**src/rtl/diff_rx.sv**
```systemverilog
// Pulse-width-coded line receiver: classifies each low run as SYNC/ZERO/ONE
// and assembles 26-bit frames framed by a leading and a trailing SYNC.
//   state | meaning
//   IDLE  | waiting for a leading SYNC
//   DATA  | shifting in the 26 data bits
//   TAIL  | all bits received, waiting for the trailing SYNC
module diff_rx #(
  parameter int DATA_PERIOD  = 20,
  parameter int ZERO_MAX_LOW = 7,
  parameter int ONE_MIN_LOW  = 13,
  parameter int LOW_MAX      = 19,
  parameter int HIGH_TIMEOUT = 40
) (
  input  logic        clk_in,
  input  logic        rst_in,
  input  logic        data_in,
  output logic [25:0] data_out,
  output logic        valid_out,
  output logic        error_out,
  output logic [1:0]  state_out
);

  localparam int LOW_SPAN = (DATA_PERIOD > LOW_MAX + 1) ? DATA_PERIOD : LOW_MAX + 1;
  localparam int LW = $clog2(LOW_SPAN + 1);
  localparam int HW = $clog2(HIGH_TIMEOUT + 1);

  localparam logic [LW-1:0] ZERO_MAX_C = LW'(ZERO_MAX_LOW);
  localparam logic [LW-1:0] ONE_MIN_C  = LW'(ONE_MIN_LOW);
  localparam logic [LW-1:0] LOW_MAX_C  = LW'(LOW_MAX);
  localparam logic [LW-1:0] LOW_SAT_C  = LW'(LOW_MAX + 1);
  localparam logic [HW-1:0] HIGH_SAT_C = HW'(HIGH_TIMEOUT);
  localparam logic [HW-1:0] HIGH_PRE_C = HW'(HIGH_TIMEOUT - 1);

  typedef enum logic [1:0] {
    IDLE = 2'd0,
    DATA = 2'd1,
    TAIL = 2'd2
  } state_t;

  typedef enum logic [2:0] {
    SYM_NONE,
    SYM_ZERO,
    SYM_ONE,
    SYM_SYNC,
    SYM_BAD
  } sym_t;

  logic [1:0]    sync_q;
  logic          prev_q;
  logic          line;
  logic          rise;
  logic [LW-1:0] low_cnt;
  logic [HW-1:0] high_cnt;
  sym_t          sym;
  logic          abort;

  state_t        state, state_n;
  logic [4:0]    bit_cnt, bit_cnt_n;
  logic [25:0]   shift_q, shift_n;
  logic [25:0]   data_n;
  logic          valid_n, error_n;

  // Flops preset to 1 so a line idling high produces no edge out of reset.
  always_ff @(posedge clk_in or posedge rst_in) begin
    if (rst_in) begin
      sync_q <= 2'b11;
      prev_q <= 1'b1;
    end else begin
      sync_q <= {sync_q[0], data_in};
      prev_q <= sync_q[1];
    end
  end

  assign line = sync_q[1];
  assign rise = line & ~prev_q;

  always_ff @(posedge clk_in or posedge rst_in) begin
    if (rst_in) begin
      low_cnt  <= '0;
      high_cnt <= '0;
    end else begin
      if (rise)
        low_cnt <= '0;
      else if (!line && low_cnt != LOW_SAT_C)
        low_cnt <= low_cnt + 1'b1;

      if (!line)
        high_cnt <= '0;
      else if (high_cnt != HIGH_SAT_C)
        high_cnt <= high_cnt + 1'b1;
    end
  end

  always_comb begin
    sym = SYM_NONE;
    if (rise) begin
      if (low_cnt == '0)
        sym = SYM_BAD;
      else if (low_cnt <= ZERO_MAX_C)
        sym = SYM_ZERO;
      else if (low_cnt < ONE_MIN_C)
        sym = SYM_SYNC;
      else if (low_cnt <= LOW_MAX_C)
        sym = SYM_ONE;
      else
        sym = SYM_BAD;
    end
  end

  // Fires on the edge where a counter reaches its limit, so the error
  // strobe coincides with the counter hitting LOW_MAX+1 / HIGH_TIMEOUT.
  assign abort = (!line && low_cnt == LOW_MAX_C) || (line && high_cnt == HIGH_PRE_C);

  always_ff @(posedge clk_in or posedge rst_in) begin
    if (rst_in) begin
      state     <= IDLE;
      bit_cnt   <= '0;
      shift_q   <= '0;
      data_out  <= '0;
      valid_out <= 1'b0;
      error_out <= 1'b0;
    end else begin
      state     <= state_n;
      bit_cnt   <= bit_cnt_n;
      shift_q   <= shift_n;
      data_out  <= data_n;
      valid_out <= valid_n;
      error_out <= error_n;
    end
  end

  always_comb begin
    state_n   = state;
    bit_cnt_n = bit_cnt;
    shift_n   = shift_q;
    data_n    = data_out;
    valid_n   = 1'b0;
    error_n   = 1'b0;
    case (state)
      IDLE: begin
        if (sym == SYM_SYNC) begin
          state_n   = DATA;
          bit_cnt_n = '0;
        end
      end
      DATA: begin
        if (abort) begin
          state_n = IDLE;
          error_n = 1'b1;
        end else if (sym == SYM_ZERO || sym == SYM_ONE) begin
          shift_n   = {shift_q[24:0], (sym == SYM_ONE)};
          bit_cnt_n = bit_cnt + 5'd1;
          if (bit_cnt == 5'd25)
            state_n = TAIL;
        end else if (sym == SYM_SYNC) begin
          // Unexpected SYNC restarts the frame as a fresh leading sync.
          error_n   = 1'b1;
          bit_cnt_n = '0;
        end
      end
      TAIL: begin
        if (abort) begin
          state_n = IDLE;
          error_n = 1'b1;
        end else if (sym == SYM_SYNC) begin
          data_n  = shift_q;
          valid_n = 1'b1;
          state_n = IDLE;
        end else if (sym != SYM_NONE) begin
          error_n = 1'b1;
          state_n = IDLE;
        end
      end
      default: state_n = IDLE;
    endcase
  end

  assign state_out = state;

endmodule

```
**config.mk**
```make
export PLATFORM = sky130hd
export DESIGN_NAME = diff_rx
export DESIGN_NICKNAME = d
export VERILOG_FILES = /design/src/rtl/diff_rx.sv
export SDC_FILE = /design/constraint.sdc
export NUM_CORES = 1
export LEC_CHECK = 0
export ABC_CLOCK_PERIOD_IN_PS = 4900
export CAP_MARGIN = 10
export CORE_MARGIN = 2
export CORE_UTILIZATION = 25
export DETAILED_ROUTE_END_ITERATION = 8
export PLACE_DENSITY = 0.45
export SLEW_MARGIN = 20
export SYNTH_ARGS = -nofsm -noshare
export SYNTH_HDL_FRONTEND = slang
export SYNTH_SLANG_ARGS = --single-unit
```
**constraint.sdc**
```tcl
create_clock -name clk_in -period 4.9 [get_ports clk_in]
set_input_delay 0.98 -clock clk_in [delete_from_list [all_inputs] [get_ports clk_in]]
set_output_delay 0.98 -clock clk_in [all_outputs]
set_load 0.005 [all_outputs]
```
; After elaboration in Yosys (flattened, before gate mapping)
; Cells that the tools add are included.
[op_classes]
addsub = 3
n_mul = 0
div_mod_pow = 0
magnitude_cmp = 3
eq_ne = 16
shifts = 0
n_mux = 30
bitwise_logic = 3
reduce_logical = 15
[op_table]
columns = op, n
row1 = $mux W5, 5
row2 = $mux W3, 5
row3 = $mux W2, 7
row4 = $mux W6, 2
row5 = $add A5 B1 Y5 const B, 2
row6 = $eq A5 B5 Y1 const B, 2
row7 = $pmux W5 S2, 1
row8 = $mux W1, 8
row9 = $add A6 B1 Y6 const B, 1
row10 = $eq A3 B2 Y1 const B, 2
row11 = $eq A6 B6 Y1 const B, 1
row12 = $ne A3 B3 Y1 const B, 2
row13 = $ne A6 B6 Y1 const B, 1
row14 = $pmux W2 S3, 1
row15 = $reduce_and A3 Y1, 2
row16 = $le A5 B3 Y1 const B, 1
row17 = $le A5 B5 Y1 const B, 1
row18 = $logic_not A5 Y1, 1
row19 = $lt A5 B4 Y1 const B, 1
row20 = $ne A5 B5 Y1 const B, 1
row21 = $ne A2 B2 Y1 const B, 2
row22 = $ne A4 B4 Y1 const B, 1
row23 = $reduce_and A4 Y1, 1
row24 = $reduce_bool A2 Y1, 2
row25 = other kinds (13), 17
[word_totals]
register_bits = 75
latchBits = 0
mem_bits_rw = 0
rom_bits = 0
output_inout_bits = 30
wordCells = 80
memories = 0

; Depth between registers and ports, before layout
[logic_depth]
word_depth = 11
ltp_mapped = 9
mapped_depth_nobuf = 7

; Least setup slack after synthesis
; Ideal clock, no wire load.
[synth_timing]
kind = reg2reg
start = register low_cnt[0]
end = register data_out[15]
setup_ps = 125
arrival_time_ps = 2295
required_time_ps = 4775
slack_ps = 2480
stages_incl_launch_ff = 9
path_cell_list = dfrtp_1 > ha_1 > or4b_4 > o32ai_4 > and2_1 > buf_4 > nand3_4 > buf_6 > mux2_4
[synth_between]
elab_chain_cells = 8
elab_cells_between_ends = 15
[synth_rtl]
columns = element, line_no
row1 = start: declaration, 52  ; logic [LW-1:0] low_cnt;
row2 = start signal: assignment, 85  ; low_cnt <= low_cnt + 1'b1;
row3 = $le A5 B5 Y1, 103  ; else if (low_cnt <= LOW_MAX_C)
row4 = $mux W3, 103
row5 = $mux W3, 101  ; else if (low_cnt < ONE_MIN_C)
row6 = $mux W3, 99  ; else if (low_cnt <= ZERO_MAX_C)
row7 = $mux W3, 97  ; if (low_cnt == '0)
row8 = $mux W3, 96  ; if (rise) begin
row9 = $eq A3 B2 Y1, 165  ; end else if (sym == SYM_SYNC) begin
row10 = $reduce_and A3 Y1 (no line) (*), --
row11 = end signal: assignment, 126  ; data_out <= data_n;
row12 = end: declaration, 17  ; output logic [25:0] data_out,
; Mark *: on every way between the ends. The rest lies on a longest branch, timed or not.
; A chain may end at the register's enable or synchronous reset.

; Final worst setup path
[layout_timing]
start = register high_cnt[0]
end = register shift_q[2]
[layout_between]
elab_chain_cells = 5
[layout_rtl]
columns = element, line_no
row1 = start: declaration, 53  ; logic [HW-1:0] high_cnt;
row2 = start signal: assignment, 90  ; high_cnt <= high_cnt + 1'b1;
row3 = $eq A6 B6 Y1, 112  ; assign abort = (!line && low_cnt == LOW_MAX_C) || (line && high_cnt == HIGH_PRE_C);
row4 = $logic_and A1 B1 Y1, 112
row5 = $logic_or A1 B1 Y1, 112
row6 = $not A1 Y1 (no line), --
row7 = $reduce_and A3 Y1 (no line), --
row8 = end signal: assignment, 125  ; shift_q <= shift_n;
row9 = end: declaration, 59  ; logic [25:0] shift_q, shift_n;
; No other way between the ends.

==> flow_summary.yaml <==
run_status:
  outcome: "completed"
pwr:
  powerDensity_mw_per_mm2: 349
  ir_worst_vdd_mv: 0.175
  leakage_uw: 0.00195
placement:
  pre_cts_slack_ps: 1900
  io_buffers: 32
  place_congestion: 0.735
  dp_hpwl_um: 3790
finish:
  fin_util: 0.314
  multi_input_area_mm2: 0.00134
  seq_area_mm2: 0.00188
  antenna_cells: 0
  nets: 289
  fillers: 1340
  area_growth_pct: 23.8
  drive_gt1_frac: 0.277
cts:
  cts-buffers-inserted: 9
  cts_hold_buf: 0
  cts_setup_buffers: 0
  cts_tree: "built"
  path_clk_slew_ps: 60
  post_cts_resized: 0
  htree_levels: 3
  root_buffer: "clkbuf_16"
  cts_max_path_buffers: 2
  clock-sinks: 75
  insertion_delay_ps: 330
worst_hold_path:
  hp-start: "sync_q[0]"
  hold_path_class: "flip-flop to flip-flop"
sta:
  skew_ps: 10.1
  setup_slack_ps: 1930
  max_freq_mhz: 337
  setup_viol: 0
  period_share: 0.606
  tightest_slew_ps: 1020
  relSlewSlack: 0.319
  setup_tns_ps: 0
  finalCriticalPeriod_ps: 2970
  grt_setup_unrepaired: "no"
  hold_viol: 0
  slew_viol_final: 0
route:
  route.detailed.drc: 0
  detail_route.first_pass.iterations: 4
  drtIter0Drc: 84
  vias: 1930
  wire_per_inst_um: 12.8
  viasPerCell: 4.21
  routed_wl_um: 5840
  ant_nets: 0
logic_synthesis:
  synth_seq_area_share: 0.564
  netlist.area_leader.share: 0.540
  synth_area_leaders: "dfrtp_1 (54%), mux2_2 (11%), mux2_4 (8.6%), ha_1 (3.4%), dfstp_2 (2.4%)"
  synth_cells: 243
  yosysMostFrequentCell: "dfrtp_1"
  synth_async_sr_flop_share: 1.00
  yosysWarnings: 0
  synth_cell_types: 46
  synth-seq-cells: 75
  syn_area_mm2: 0.00334
  syn_area_per_cell_um2: 13.7
  yosys_most_used_dff: "dfrtp_1"
  synth.largest_area_cell: "dfrtp_1"
  ys_top_cells_by_count: "dfrtp_1 (72), mux2_2 (34), mux2_4 (19)"
  synth_edf_count: 0
  syn_nets: 255
grt:
  grt_max_degree: 50
  grt-busiest-layer: "met2"
  gr-total-overflow: 0
  grt_pass1_wl_um: 10300
  antenna_found_initial: 0
  grt_use_met1: 0.118
  grt.total_usage: 0.0920
  grt_util_met2: 0.142
  grt_pass1_vias: 1976
  grtUsageMet3: 0.0333
die:
  die-area_mm2: 0.0143
  die_h_um: 120
  io_pins: 33
  std_cell_rows: 42
  coreArea_mm2: 0.0131
  die_w_um: 120
  start_util: 0.254
critical_path:
  rr_startpoint: "high_cnt[0]"
  start_kind: "flip-flop"
  crit_path_end_kind: "flip-flop"
  crit_fanout: 34
  required_ps: 5100
  critPathLaunch: "high_cnt[0]"
  arrival_ps: 3170
  crit_type: "flip-flop to flip-flop"
run:
  max_cap_violations: 0
cell type report:
class	instances	area share
Clock buffer	10	0.0579
Clock inverter	6	0.0173
Inverter	13	0.0121
Multi-Input combinational cell	145	0.325
Sequential cell	75	0.455
Tap cell	176	0.0533
Timing Repair Buffer	33	0.0794
critical path: stages, from the launching register on:
cell and delay (ps):
dfrtp_1 420, ha_1 260, and4b_1 200, a221o_1 420, nand4bb_2 960, mux2_2 590
layout by cell type (no fill, tap or decap), types with 3 or more instances in the layout:
master and instances:
nand3_1 7, inv_1 12, nand2_1 7, o21ai_0 6, o31ai_1 3, ha_1 9, dfrtp_1 72, mux2_4 19
dfstp_2 3, a21oi_1 4, clkdlybuf4s50_1 32, mux2_2 34, nor2_1 11, clkbuf_16 9, xnor2_1 3, and3_1 3
nand4_1 4
metal layers:
layer,wire length [µm],vias up
li1,-,938
met1,2810,952
met2,2680,31
met3,250,9
met4,103,0
met5,0,-
path summary, 6_finish.rpt:
| kind | end | slack, ps | cells after the start |
|---|---|---|---|
| setup / recovery | shift_q[2] | 1930 | 5 |
| hold / removal | sync_q[1] | 350 | 0 |
| setup reg to reg | shift_q[2] | 1930 | 5 |
| hold reg to reg | sync_q[1] | 350 | 0 |
| max in group asynchronous | data_out[11] | 2930 | 3 |
| min in group asynchronous | data_out[5] | 1130 | 2 |
through the flow:
stage	cell area, µm²	hold WS [ps]	std cells	total power (µW)
floorplan	3340	345	243	747
global placement	3820	347	442	773
detailed placement	3820	347	442	773
CTS	4130	356	458	1470
global route	4130	364	458	1520
finish	4130	355	458	1440
kinds of logic after synthesis:
group | share of synthesized area
DFF | 0.564
adders and majority gates | 0.0338
muxes | 0.200
xor gates and xnor gates | 0.0131
buffers and inverters | 0.0360
and+or+nand+nor | 0.0893
AOI/OAI and AO/OA | 0.0638
state kept, by name, summed over array words and instances (netlist names):
signal	flops
error_out	1
bit_cnt	5
sync_q	2
low_cnt	5
data_out	26
valid_out	1
high_cnt	6
state_out	2
shift_q	26
prev_q	1
power by group:
group,switching (µW),internal (µW)
combinational,57.2,42.8
clock,268,413
sequential,22.4,637
No activity file was read; power rests on OpenSTA's default activity.
